[src/rtl/tanh_deriv_seq.sv]
// ============================================================================
// tanh_deriv_seq
// ----------------------------------------------------------------------------
// Backward pass of the piecewise-linear tanh activation in the LSTM datapath:
//
//     grad = (1 - y*y) * delta
//
// y is the stored forward tanh output and delta is the upstream gradient.
// Both are signed fixed point with FRAC fractional bits, so 1.0 = 1 << FRAC.
//
// The two products share one radix-2 shift-add multiplier. Each product
// takes WIDTH cycles.
//   - The first pass squares |y|, after |y| is clamped to 1.0.
//   - One cycle then forms m = 1.0 - y^2.
//   - The second pass multiplies m by |delta|.
// The sign of delta is applied at the end. The sign of y drops out because
// y is squared.
//
// Timing at the defaults:
//   - o_valid rises on the 65th edge after the accepting edge (2*WIDTH+1).
//   - One result every 67 cycles (2*WIDTH+3) when i_ready is held high.
//
// Parameters
//   WIDTH    data width, two's complement
//   FRAC     number of fractional bits
//
// Ports
//   clk      system clock; all logic runs on the rising edge
//   rst      synchronous reset, active-high; aborts any operation in flight
//   i_valid  input operands valid
//   o_ready  block can accept operands (high only while idle)
//   i_y      forward tanh output y
//   i_delta  upstream gradient
//   o_valid  o_grad is valid; held until i_ready
//   i_ready  downstream accepts o_grad
//   o_grad   (1 - y^2) * delta, saturated to the signed WIDTH range
// ============================================================================
module tanh_deriv_seq #(
    parameter int WIDTH = 32,
    parameter int FRAC  = 24
) (
    input  logic             clk,
    input  logic             rst,
    input  logic             i_valid,
    output logic             o_ready,
    input  logic [WIDTH-1:0] i_y,
    input  logic [WIDTH-1:0] i_delta,
    output logic             o_valid,
    input  logic             i_ready,
    output logic [WIDTH-1:0] o_grad
);

    // ------------------------------------------------------------------------
    // Constants
    // ------------------------------------------------------------------------
    localparam int CW = $clog2(WIDTH);
    // Width of the product once the FRAC fraction bits are dropped. It is
    // wider than WIDTH, so overflow can be seen before saturation.
    localparam int PW = 2 * WIDTH - FRAC;

    localparam logic [WIDTH-1:0] ONE     = WIDTH'(1) << FRAC;
    localparam logic [WIDTH-1:0] POS_MAX = {1'b0, {(WIDTH-1){1'b1}}};
    localparam logic [WIDTH-1:0] NEG_MIN = {1'b1, {(WIDTH-1){1'b0}}};
    localparam logic [CW-1:0]    LAST    = CW'(WIDTH - 1);

    // ------------------------------------------------------------------------
    // State
    // ------------------------------------------------------------------------
    typedef enum logic [2:0] {
        IDLE,   // waiting for operands
        SQR,    // |y| * |y| on the shared multiplier
        SUB,    // m = 1.0 - y^2
        MUL,    // m * |delta| on the shared multiplier
        DONE    // result presented, waiting for i_ready
    } state_t;

    state_t state, state_next;

    // Iteration counter, shared by both multiplier passes.
    logic [CW-1:0]      cnt;

    // Shift-add multiplier.
    //   mcand  : multiplicand, shifts left once per iteration
    //   mplier : multiplier, shifts right once per iteration
    //   acc    : running sum of the partial products
    logic [2*WIDTH-1:0] mcand;
    logic [WIDTH-1:0]   mplier;
    logic [2*WIDTH-1:0] acc;

    // Operands captured at accept time.
    logic [WIDTH-1:0]   d_mag;
    logic               d_sign;

    // ------------------------------------------------------------------------
    // Combinational datapath
    // ------------------------------------------------------------------------
    logic [WIDTH-1:0]   y_abs;
    logic [WIDTH-1:0]   y_clamped;
    logic [WIDTH-1:0]   d_abs;
    logic [2*WIDTH-1:0] acc_step;
    logic [WIDTH-1:0]   m_val;
    logic [PW-1:0]      prod_hi;
    logic               prod_sat;
    logic [WIDTH-1:0]   grad_val;
    logic               last_iter;

    // Absolute values are read as unsigned WIDTH-bit numbers. For the most
    // negative input the negation wraps back to itself, and as an unsigned
    // number that is 2^(WIDTH-1), which is the correct magnitude.
    // For y, that magnitude then clamps to 1.0.
    assign y_abs     = i_y[WIDTH-1] ? (~i_y + 1'b1) : i_y;
    assign y_clamped = (y_abs >= ONE) ? ONE : y_abs;
    assign d_abs     = i_delta[WIDTH-1] ? (~i_delta + 1'b1) : i_delta;

    assign acc_step  = acc + (mplier[0] ? mcand : '0);
    assign last_iter = (cnt == LAST);

    // Because |y| <= 1.0, y^2 >> FRAC is at most 1.0. So m never goes
    // negative, and it fits in WIDTH bits.
    assign m_val     = ONE - acc[FRAC +: WIDTH];

    // Result of the final MUL iteration, with the fraction truncated.
    // Only |delta| = 2^(WIDTH-1) with m = 1.0 can overflow the positive range.
    assign prod_hi   = acc_step[2*WIDTH-1:FRAC];
    assign prod_sat  = |prod_hi[PW-1:WIDTH-1];

    always_comb begin
        // NOTE: every always_comb output is given a default first, so that no
        // path through the block leaves it unassigned and infers a latch.
        grad_val = prod_hi[WIDTH-1:0];
        if (prod_sat) begin
            grad_val = d_sign ? NEG_MIN : POS_MAX;
        end else if (d_sign) begin
            // Negating zero gives zero again, so the output is never -0.
            grad_val = ~prod_hi[WIDTH-1:0] + 1'b1;
        end
    end

    // ------------------------------------------------------------------------
    // FSM: state register
    // ------------------------------------------------------------------------
    always_ff @(posedge clk) begin
        // NOTE: sequential state is updated only with non-blocking
        // assignments, so every register samples pre-edge values.
        if (rst) begin
            state <= IDLE;
        end else begin
            state <= state_next;
        end
    end

    // ------------------------------------------------------------------------
    // FSM: next-state logic
    // ------------------------------------------------------------------------
    always_comb begin
        state_next = state;
        unique case (state)
            IDLE: if (i_valid)   state_next = SQR;
            SQR:  if (last_iter) state_next = SUB;
            SUB:                 state_next = MUL;
            MUL:  if (last_iter) state_next = DONE;
            DONE: if (i_ready)   state_next = IDLE;
            default:             state_next = IDLE;
        endcase
    end

    // ------------------------------------------------------------------------
    // Datapath registers
    // ------------------------------------------------------------------------
    always_ff @(posedge clk) begin
        if (rst) begin
            // NOTE: only the counter and the visible result are reset. The
            // multiplier and operand registers are always loaded at accept
            // before they are read, so resetting them would only add reset
            // fan-out.
            cnt    <= '0;
            o_grad <= '0;
        end else begin
            unique case (state)
                IDLE: begin
                    if (i_valid) begin
                        mcand  <= {{WIDTH{1'b0}}, y_clamped};
                        mplier <= y_clamped;
                        acc    <= '0;
                        d_mag  <= d_abs;
                        d_sign <= i_delta[WIDTH-1];
                        cnt    <= '0;
                    end
                end
                SQR: begin
                    acc    <= acc_step;
                    mcand  <= mcand << 1;
                    mplier <= mplier >> 1;
                    cnt    <= last_iter ? '0 : cnt + 1'b1;
                end
                SUB: begin
                    // Reload the shared multiplier for the second product.
                    acc    <= '0;
                    mcand  <= {{WIDTH{1'b0}}, d_mag};
                    mplier <= m_val;
                    cnt    <= '0;
                end
                MUL: begin
                    acc    <= acc_step;
                    mcand  <= mcand << 1;
                    mplier <= mplier >> 1;
                    cnt    <= last_iter ? '0 : cnt + 1'b1;
                    // Capture the result on the same edge that enters DONE,
                    // so o_grad is valid when o_valid rises.
                    if (last_iter) begin
                        o_grad <= grad_val;
                    end
                end
                DONE: begin
                    // o_grad holds until the output handshake completes.
                end
                default: begin
                end
            endcase
        end
    end

    // ------------------------------------------------------------------------
    // Handshake outputs, decoded from the state register
    // ------------------------------------------------------------------------
    assign o_ready = (state == IDLE);
    assign o_valid = (state == DONE);

endmodule

[config.mk]
export PLATFORM = sky130hd
export DESIGN_NAME = tanh_deriv_seq
export DESIGN_NICKNAME = d
export VERILOG_FILES = /design/src/rtl/tanh_deriv_seq.sv
export SDC_FILE = /design/constraint.sdc
export NUM_CORES = 1
export LEC_CHECK = 0
export BUFFER_PORTS_ARGS = -buffer_cell sky130_fd_sc_hd__buf_4
export CAP_MARGIN = 20
export CORE_MARGIN = 2
export CORE_UTILIZATION = 45
export DETAILED_ROUTE_END_ITERATION = 12
export PLACE_DENSITY_LB_ADDON = 0.12
export SETUP_SLACK_MARGIN = 0.2
export SYNTH_ARGS = -nofsm -noshare
export SYNTH_HDL_FRONTEND = slang
export SYNTH_SLANG_ARGS = --single-unit
[constraint.sdc]
create_clock -name clk -period 9.13 [get_ports clk]
set_input_delay 1.826 -clock clk [delete_from_list [all_inputs] [get_ports clk]]
set_output_delay 1.826 -clock clk [all_outputs]
set_load 0.03 [all_outputs]
==> metrics.yaml <==
worst_setup_path:
  cpPeakStageDelay_ps: 960
  reg2reg_from: "mplier[0]"
  cp.arrival_ps: 6290
  startpoint_type: "register"
  crit_required_ps: 9610
  worstPathCellList: "buf_4 -> and2_1 -> ha_1 -> a21oi_1 -> o211ai_1 -> a211oi_2 -> or4b_1 -> nand3_1 -> o311ai_0 -> nand2_1 -> nor4_2 -> nand3_1 -> o31ai_1 -> mux2_2 -> a21oi_1"
  critical_path_class: "reg2reg"
  setup.worst_path.start: "mplier[0]"
  crit_buf_inv: 1
  crit_slowest_cell: "o311ai_0"
  end_kind: "register"
  rrSetupSlack_ps: 3320
  crit_family: "compound AO/OA/AOI/OAI gates"
  crit_fanout: 64
clocking:
  clk_pin_slew_ps: 60
  ctsHtreeMaxLevel: 1
  cts_buffers: 28
  root_buffer: "clkbuf_16"
  clk_latency_ps: 560
  cts_hold_buf: 0
  cts_sinks: 233
  cts_resized: 0
  post_cts_buffers: 0
  clock_path_buffers: 3
  cts_tree: "done"
drt:
  viasPerCell: 6.12
  drt_iter0_drc: 1273
  vias: 14200
  first_pass_iters: 6
  wire_per_inst_um: 21.2
  ant_nets: 0
  drc: 0
  wirelength_um: 49000
synthesis:
  yosys-top-cells-area: "edfxtp_1, ha_1, dfxtp_1, a21oi_1, and2_1"
  synth_edf_count: 193
  yosys.area.top_type_share: 0.357
  synthCells: 1788
  synth_seq_area_share: 0.406
  synth_flop_cell: "edfxtp_1"
  yosys.cell_types.count: 85
  avgSynthCellArea_sq_um: 9.08
  netlist_area_sq_um: 16200
  async_flop_share: 0
  yosys_register_bits: 233
  ys_warn_count: 0
  synth.largest_area_cell: "edfxtp_1"
  synth_nets: 1926
floorplan:
  io_pins: 102
  dieArea_sq_um: 37600
  die_h_um: 194
  start_util: 0.457
  core.rowCount: 69
  dieWidth_um: 194
  fp.coreArea_sq_um: 35600
timing:
  finalSetupTns_ps: 0
  finalCritPeriodShare: 0.637
  worstMarginPinSlew_ps: 1110
  max_freq_mhz: 172
  slew_violations: 0
  fin_crit_ps: 5810
  rsz0062_at_grt: "false"
  final_hold_viol_count: 0
  finalSetupViolCount: 0
  relSlewSlack: 0.252
  finClkSkew_ps: 14.1
layout:
  fin_util: 0.513
  layout_commonest_cell: "edfxtp_1"
  syn_to_final_growth_pct: 12.3
  drive_above_1_share: 0.105
  final_cells: 2315
  finish.instance_area_sq_um: 18200
  layout.nets: 1971
  final_cell_mix: "edfxtp_1, nand2_1, a21oi_1"
  n_antenna_cell: 0
global_route:
  grt_pass1_vias: 13000
  grt_max_degree: 161
  antenna_found_initial: 1
  grt_overflow: 0
  grt_usage: 0.255
  grt_pass1_wl_um: 76100
placed_design:
  place_inst: 2264
  dpl.hpwl_um: 36800
  globalplace.congestion: 0.930
  port_buffers: 101
  place_area_sq_um: 17300
power_and_ir_drop:
  p_leak_nw: 6.65
  ir_drop_mv: 0.127
  powerDensity_nw_per_um2: 165
hold_path:
  hp-class: "reg2reg"
  min_from: "cnt[3]"
flow_run:
  maxCapViolCount: 0
outcome:
  status: "complete, no violations"
==> layer usage <==
| layer | track usage | share of wire |
|---|---|---|
| met5 | 0 | 0.00027 |
| met2 | 0.365 | 0.41 |
| met1 | 0.414 | 0.51 |
| met4 | 0.0452 | 0.015 |
| met3 | 0.0268 | 0.071 |
==> report_power, final <==
part / internal, mW / switching [mW]
registers: 1.23 / 0.0473
clock network: 0.680 / 0.451
logic: 0.207 / 0.392
total: 2.11 / 0.890
==> registers in the layout, indices dropped and copies added (netlist names) <==
name and flops:
d_sign 1, o_grad 32, cnt 5, mcand 64, acc 64, state 3
mplier 32, d_mag 32
==> cells by family after synthesis <==
logic type / share of synthesized area
compound gates: 0.215
mux: 0.0173
buf+inv: 0.0297
fa+ha+maj: 0.0544
xor+xnor: 0.0663
simple gates: 0.211
flops: 0.406
==> path summary, 6_finish.rpt <==
check / end / cells after the start
worst max-delay path: o_grad[30] / 15
worst min-delay path: cnt[3] / 1
worst max register to register: o_grad[30] / 15
worst min register to register: cnt[3] / 1
==> Yosys cell counts (all sizes together) (21+ instances only) <==
| master | number |
|---|---|
| xnor2 | 70 |
| nor3 | 46 |
| a211oi | 22 |
| nand2 | 161 |
| clkbuf | 78 |
| a21oi | 146 |
| inv | 21 |
| ha | 69 |
| nand4 | 27 |
| a22oi | 47 |
| o21ai | 161 |
| and2 | 109 |
| or3 | 24 |
| o31ai | 22 |
| nor2 | 145 |
| nor4 | 23 |
| xor2 | 53 |
| dfxtp | 40 |
| nand3 | 34 |
| edfxtp | 193 |
==> final cells by class <==
class                      instances  area (sq um)
tap                              461           577
inverter                          21          78.8
timing repair buffer             112           853
clock inverter                     9           109
sequential                       233          6600
clock buffer                      42           826
multi-input combinational       1437          9190
fill                            3384         17300
==> metrics by stage <==
step	power, mW	hold slack [ps]	setup slack, ps
global route	3.13	485	2880
CTS	3.02	448	3400
finish	3.00	446	3320
global placement	1.88	439	3220
detailed placement	1.88	440	3170
floorplan	1.68	415	2240
Note: power is estimated with default switching activity, not from simulation.
